File: src/rtl/reg_scoreboard.sv
// Register-hazard interlock: per-GPR pending-write counters from issue to retire,
// producing the ID-stage stall while a source or a saturated destination is busy.
module reg_scoreboard #(
    parameter int NREG  = 32,
    parameter int CNT_W = 2
) (
    input  logic       clk,
    input  logic       reset,
    input  logic       ds_valid,
    input  logic [4:0] ds_rs,
    input  logic       ds_rs_used,
    input  logic [4:0] ds_rt,
    input  logic       ds_rt_used,
    input  logic       ds_gr_we,
    input  logic [4:0] ds_dest,
    input  logic       ds_issue,
    input  logic       ws_we,
    input  logic [4:0] ws_dest,
    input  logic       flush,
    output logic       ds_stall,
    output logic       rs_pending,
    output logic       rt_pending,
    output logic [3:0] inflight,
    output logic       sb_idle,
    output logic       sb_err
);

    localparam logic [CNT_W-1:0] CNT_MAX = '1;
    localparam logic [CNT_W-1:0] CNT_ONE = 1;

    logic [CNT_W-1:0] cnt [NREG];
    logic [NREG-1:0]  uflow;
    logic [3:0]       tot;
    logic             err;
    logic             dest_full;
    logic             inc_en;
    logic             dec_en;
    logic             dec_tot;

    // r0 is hardwired idle so it can never stall or be counted
    assign cnt[0]   = '0;
    assign uflow[0] = 1'b0;

    generate
        for (genvar i = 1; i < NREG; i++) begin : g_cnt
            localparam logic [4:0] IDX = 5'(i);
            logic [CNT_W-1:0] c;
            logic             inc_i;
            logic             dec_i;

            assign inc_i    = inc_en & (ds_dest == IDX);
            assign dec_i    = dec_en & (ws_dest == IDX);
            assign uflow[i] = dec_i & ~inc_i & (c == '0);
            assign cnt[i]   = c;

            always_ff @(posedge clk) begin
                if (reset || flush) begin
                    c <= '0;
                end else if (inc_i && !dec_i) begin
                    c <= c + CNT_ONE;
                end else if (dec_i && !inc_i && c != '0) begin
                    c <= c - CNT_ONE;
                end
            end
        end
    endgenerate

    // Stall is from registered counts only: a retire this cycle releases next cycle
    always_comb begin
        rs_pending = ds_rs_used & (ds_rs != 5'd0) & (cnt[ds_rs] != '0);
        rt_pending = ds_rt_used & (ds_rt != 5'd0) & (cnt[ds_rt] != '0);
        dest_full  = ds_gr_we & (ds_dest != 5'd0) & (cnt[ds_dest] == CNT_MAX);
        ds_stall   = ds_valid & (rs_pending | rt_pending | dest_full);
    end

    // An issue attempted during a stall is ignored rather than corrupting counts
    assign inc_en  = ds_issue & ds_gr_we & (ds_dest != 5'd0) & ~ds_stall & ~dest_full;
    assign dec_en  = ws_we & (ws_dest != 5'd0);
    assign dec_tot = dec_en & ~(|uflow);

    always_ff @(posedge clk) begin
        if (reset) begin
            tot <= 4'd0;
            err <= 1'b0;
        end else if (flush) begin
            tot <= 4'd0;
        end else begin
            if (|uflow) begin
                err <= 1'b1;
            end
            case ({inc_en, dec_tot})
                2'b10:   if (tot != 4'd15) tot <= tot + 4'd1;
                2'b01:   if (tot != 4'd0)  tot <= tot - 4'd1;
                default: tot <= tot;
            endcase
        end
    end

    assign inflight = tot;
    assign sb_idle  = (tot == 4'd0);
    assign sb_err   = err;

endmodule

File: config.mk
export PLATFORM = sky130hd
export DESIGN_NAME = reg_scoreboard
export DESIGN_NICKNAME = d
export VERILOG_FILES = /design/src/rtl/reg_scoreboard.sv
export SDC_FILE = /design/constraint.sdc
export NUM_CORES = 1
export LEC_CHECK = 0
export CAP_MARGIN = 20
export CORE_ASPECT_RATIO = 0.7
export CORE_MARGIN = 5
export CORE_UTILIZATION = 55
export CTS_BUF_LIST = sky130_fd_sc_hd__clkbuf_8
export DETAILED_ROUTE_END_ITERATION = 10
export PLACE_DENSITY = 0.86
export SKIP_CTS_REPAIR_TIMING = 1
export SLEW_MARGIN = 30
export SYNTH_ARGS = -nofsm -noshare
export SYNTH_HDL_FRONTEND = slang
export SYNTH_SLANG_ARGS = --single-unit
File: constraint.sdc
create_clock -name clk -period 14.25 [get_ports clk]
set_clock_uncertainty 0.15 [all_clocks]
set_input_delay 2.1375 -clock clk [delete_from_list [all_inputs] [get_ports clk]]
set_output_delay 2.1375 -clock clk [all_outputs]
set_load 0.02 [all_outputs]
Word-level counts from Yosys, hierarchy flattened

Index checks and enable logic that the tools add are counted.

Bits in read-only memories: 0
Memory bits (writable): 0
Memories kept: 0
Flip-flop bits (word level): 67
Latch bits: 0
Output and inout bits: 9

Equality and inequality tests: 68
Multipliers: 0
Shift operators: 0
Add/subtract/negate cells: 64
Bitwise operators: 177
Reductions and logical operators: 262
Multiplexer cells: 74
$lt $le $gt $ge: 3
Divide/modulo/power cells: 0

Operator list:

| cell                                                      | count |
|---|---|
| equality test 5 bit (second input constant)               | 32 |
| AND 1 bit                                                 | 137 |
| two-way mux 2 bit                                         | 68 |
| nonzero test 2 bit                                        | 65 |
| logical AND 1 bit                                         | 93 |
| equality test 5 x 4 -> 1 bit (second input constant)      | 16 |
| adder 2 x 1 -> 2 bit (second input constant)              | 31 |
| logical NOT 1 bit                                         | 62 |
| logical NOT 2 bit                                         | 31 |
| subtractor 2 x 1 -> 2 bit (second input constant)         | 31 |
| equality test 5 x 3 -> 1 bit (second input constant)      | 8 |
| NOT 1 bit                                                 | 35 |
| OR reduction 31 bit                                       | 1 |
| binary-select mux 2 bit (select 5 bit)                    | 3 |
| equality test 5 x 2 -> 1 bit (second input constant)      | 4 |
| nonzero test 5 bit                                        | 4 |
| greater-or-equal comparator 6 bit (second input constant) | 3 |
| NOT 5 -> 6 bit                                            | 3 |
| equality test 5 x 1 -> 1 bit (second input constant)      | 2 |
| two-way mux 4 bit                                         | 2 |
| case mux 4 bit (2 select lines)                           | 1 |
| adder 4 x 1 -> 4 bit (second input constant)              | 1 |
| equality test 2 bit (second input constant)               | 2 |
| logical NOT 4 bit                                         | 1 |
| other kinds (10)                                          | 12 |

Depth between registers and ports, before layout

Depth after elaboration: 22
Gate-level depth with buffers: 20
Depth with buffers taken out: 17

Worst setup path after synthesis

OpenSTA, ideal clock, no wires.

Path kind: input to output
Start: in ds_rt[1]
End: out ds_stall
Buffers on the path: 2
Stages: 8
Setup slack: 7.851 ns
Arrival: 4.111 ns
Path through: buf_6 > inv_4 > mux4_2 > a2111oi_4 > a211oi_2 > o211ai_4 > buf_2 > o21a_1

Word-level cells in the longest chain between the ends: 9
Elaborated cells between the ends (all ways): 11
Those cells by class: mux: 3; bitwise: 6; reduce/logical: 2

RTL lines:

| item                                                  | RTL line | text |
|---|---|---|
| start: declaration                                    | 12       | `input logic [4:0] ds_rt,` |
| NOT 5 -> 6 bit (implied by the code)                  | 71       | `rt_pending = ds_rt_used & (ds_rt != 5'd0) & (cnt[ds_rt] != '0);` |
| binary-select mux 2 bit (select 5 bit)                | 71       |  |
| two-way mux 2 bit (implied by the code) (2 in series) | 71       |  |
| nonzero test 2 bit                                    | 71       |  |
| AND 1 bit *                                           | 71       |  |
| bitwise OR 1 bit * (2 in series)                      | 73       | `ds_stall = ds_valid & (rs_pending \| rt_pending \| dest_full);` |
| AND 1 bit *                                           | 73       |  |
| end: declaration                                      | 20       | `output logic ds_stall,` |

Every way passes the cells marked *; elsewhere a longest branch is shown, timed or not. The select of a mux whose other input is x is not followed.

Worst setup path in the final report

Ends and elaborated chain as after synthesis.

==> qor.log <==
[drt] total via count in the routed design 6253
[timing] unrepaired setup endpoints after global routing no
[critical_path] Worst EP required 11.96 ns
[placed_design] hpwl dp 15.4 mm
[final_layout] net total in the final layout 811
[power] Power per Cell Area 73.7 nW/um2
[placed_design] worst setup slack before clock tree synthesis 6.54 ns
[job] max-cap viol count 0
[grt] remaining global-route overflow 0
[drt] average wire per cell in the routed design 21.9 um
[timing] accumulated negative setup slack 0 ns
[placed_design] count of input and output buffers 37
[clocking] total CTS buffers 9
[worst_hold_path] HP Class register to register
[clocking] sinks on the clock net 67
[clocking] clock-pin slew on the worst setup and hold paths 0.07 ns
[critical_path] worst reg2reg startpoint g_cnt[7].c[0]$_SDFFE_PP0P_
[timing] final worst path period need 7.69 ns
[grt] via count of the first global-routing pass 5621
[timing] setup slack of the critical path after layout 6.56 ns
[critical_path] CP startpoint kind input pin
[synth] Distinct cells, synth 80
[worst_hold_path] number of cells traversed by the worst hold path 1
[synth] sequential element share of the synthesized area 23.9%
[grt] overall global routing resource usage 32.4%
[synth] most instantiated flip-flop cell in the synthesis netlist dfxtp_1
[timing] transition time at the pin with the least slew margin 0.975 ns
[synth] average cell area after synthesis 7.36 um2
[clocking] Root Buffer Master clkbuf_8
[timing] # setup viols final 0
[die] Die X 131 um
[timing] count of final max-slew check failures 0
[placed_design] gp weighted congestion 1.03
[timing] max frequency 130 MHz
[die] vertical die dimension 94.5 um
[die] total core area 9830 um2
[timing] final worst path period share 54.0%
[die] starting density of the core 57.0%
[synth] number of enable-type register cells in the synthesized netlist 0
[worst_hold_path] Hold EP sb_err$_SDFFE_PP0P_
[critical_path] Reg2Reg Depth 18
[final_layout] Antenna diodes 0
[die] total number of placement rows 30
[die] floorplan die area 12300 um2
[run_status] run status completed
[clocking] number of buffers on the longest clock path 2
[critical_path] Worst Path Max Fanout 18
[worst_hold_path] hold path startpoint sb_err$_SDFFE_PP0P_
[critical_path] classification of the worst setup path input pin to output port
[grt] maximum number of pins on one net before global-route repair 37
[critical_path] critical path endpoint category output port
[drt] total length of routed wires 20.0 mm
[timing] Max transition margin 34.1%
[drt] remaining routing DRC violations 0
[clocking] Clock Latency Late Sink 0.36 ns
[synth] flip-flop and latch count after synthesis 67
[critical_path] CP Data Arrival Time 5.40 ns
[power] worst IR drop on VDD 89.1 uV
[power] static leakage 0.00192 uW
[drt] violation count after the first detailed-route iteration 888
[grt] first-pass GRT wire length 30.8 mm
[critical_path] Worst R2R End inflight[3]$_SDFFE_PP0P_
[final_layout] area delta synth->final 10.3%
[final_layout] commonest cells after routing, fill and taps aside nor2_1 (91), nand2_1 (91), dfxtp_1 (67), a21oi_1 (57), nor3_1 (51)
[synth] post-synthesis net count 796
[grt] initial antenna violation count 0
[final_layout] share of final-layout standard cells stronger than drive strength 1 6.65%
[die] I/O pins 38
[critical_path] CP startpoint ds_rt[1]
[final_layout] Fillers 854
[critical_path] reg-to-reg slack, setup 8.88 ns
[drt] per-cell via count in the routed design 6.87
[synth] proportion of register bits with asynchronous set or reset after synthesis 0%
[synth] total standard cell area after synthesis 5610 um2
[drt] number of nets with antenna violations after routing 0
[clocking] CTS tree yes
[synth] number of warnings issued by yosys 0
[clocking] CTS HTree Levels 3
[timing] Final Hold Fails 0
[drt] number of search-and-repair iterations in the first detailed-routing pass 6
[synth] instance count of the mapped netlist 762
-- worst max-delay path: stages --
cell and delay [ns]:
clkdlybuf4s50_1 0.62, inv_4 0.19, mux4_2 0.55, a2111oi_4 0.38
a211oi_2 0.15, o211ai_4 0.53, o21a_1 0.23, clkdlybuf4s50_1 0.60
-- cell type report --
cell class,count,area [um2],area share (%)
clock buffer,10,138,2.23
clock inverter,6,88.8,1.44
inverter,23,88.8,1.44
multi-input combinational,635,3960,64.1
sequential,67,1340,21.7
tap,128,160,2.59
timing repair buffer,41,400,6.48
-- power by group --
part,total [uW],switching [uW],internal [uW]
clock network,184,80.7,103
registers,190,1.42,188
logic,81.7,51.7,30.0
total,455,134,321
-- how the worst max path moves through the flow --
stage	endpoint	slack (ns)	depth (start not counted)
2_1_floorplan	ds_stall	7.85	8
3_3_place_gp	inflight[3]$_SDFFE_PP0P_	6.61	18
3_5_place_dp	inflight[3]$_SDFFE_PP0P_	6.54	19
4_1_cts	ds_stall	6.56	8
5_1_grt	ds_stall	6.41	8
6_report	ds_stall	6.56	8
-- sequential cells by signal, summed over array words and instances (netlist names) --
signal / flops
g_cnt.c: 62
inflight: 4
sb_err: 1
-- cell usage after synthesis, types with 9 or more instances --
library cell	number	area [um2]
mux4_2	14	315
a21oi_1	57	285
buf_2	9	45.0
nand2_1	91	342
nand2b_1	26	163
a211oi_1	21	158
inv_1	22	82.6
nor3_1	51	255
dfxtp_1	67	1340
a21o_1	11	82.6
nor2_1	91	342
nand3_1	39	195
or3_1	12	75.1
o21a_1	20	150
clkbuf_1	15	56.3
a21boi_0	10	75.1
o21ai_0	44	220
-- cells by family after synthesis --
logic type,share of synthesized area [%]
AND/OR/NAND/NOR,31.4
multiplexers,7.39
XOR/XNOR,0.469
buffers and inverters,5.36
flip-flops,23.9
adder cells (fa/ha/maj),1.25
AO/OA/AOI/OAI,30.2
-- per-stage QoR --
stage / instance area [um2] / hold slack (ns) / util (%) / total power [uW] / instances
2_1_floorplan: 5610 / 0.321 / - / 247 / 762
3_3_place_gp: 5950 / 0.310 / 60.5 / 272 / 894
3_5_place_dp: 5950 / 0.326 / 60.5 / 274 / 894
4_1_cts: 6180 / 0.348 / 62.8 / 455 / 910
5_1_grt: 6180 / 0.367 / 62.8 / 474 / 910
6_report: 6180 / 0.347 / 62.8 / 455 / 910
-- routing by layer --
layer / global-route usage [%] / routed length [um]
met1: 47.4 / 8690
met2: 48.5 / 8590
met3: 7.86 / 2430
met4: 6.68 / 245
met5: 0 / 0
Power figures use the tool's default switching activity.
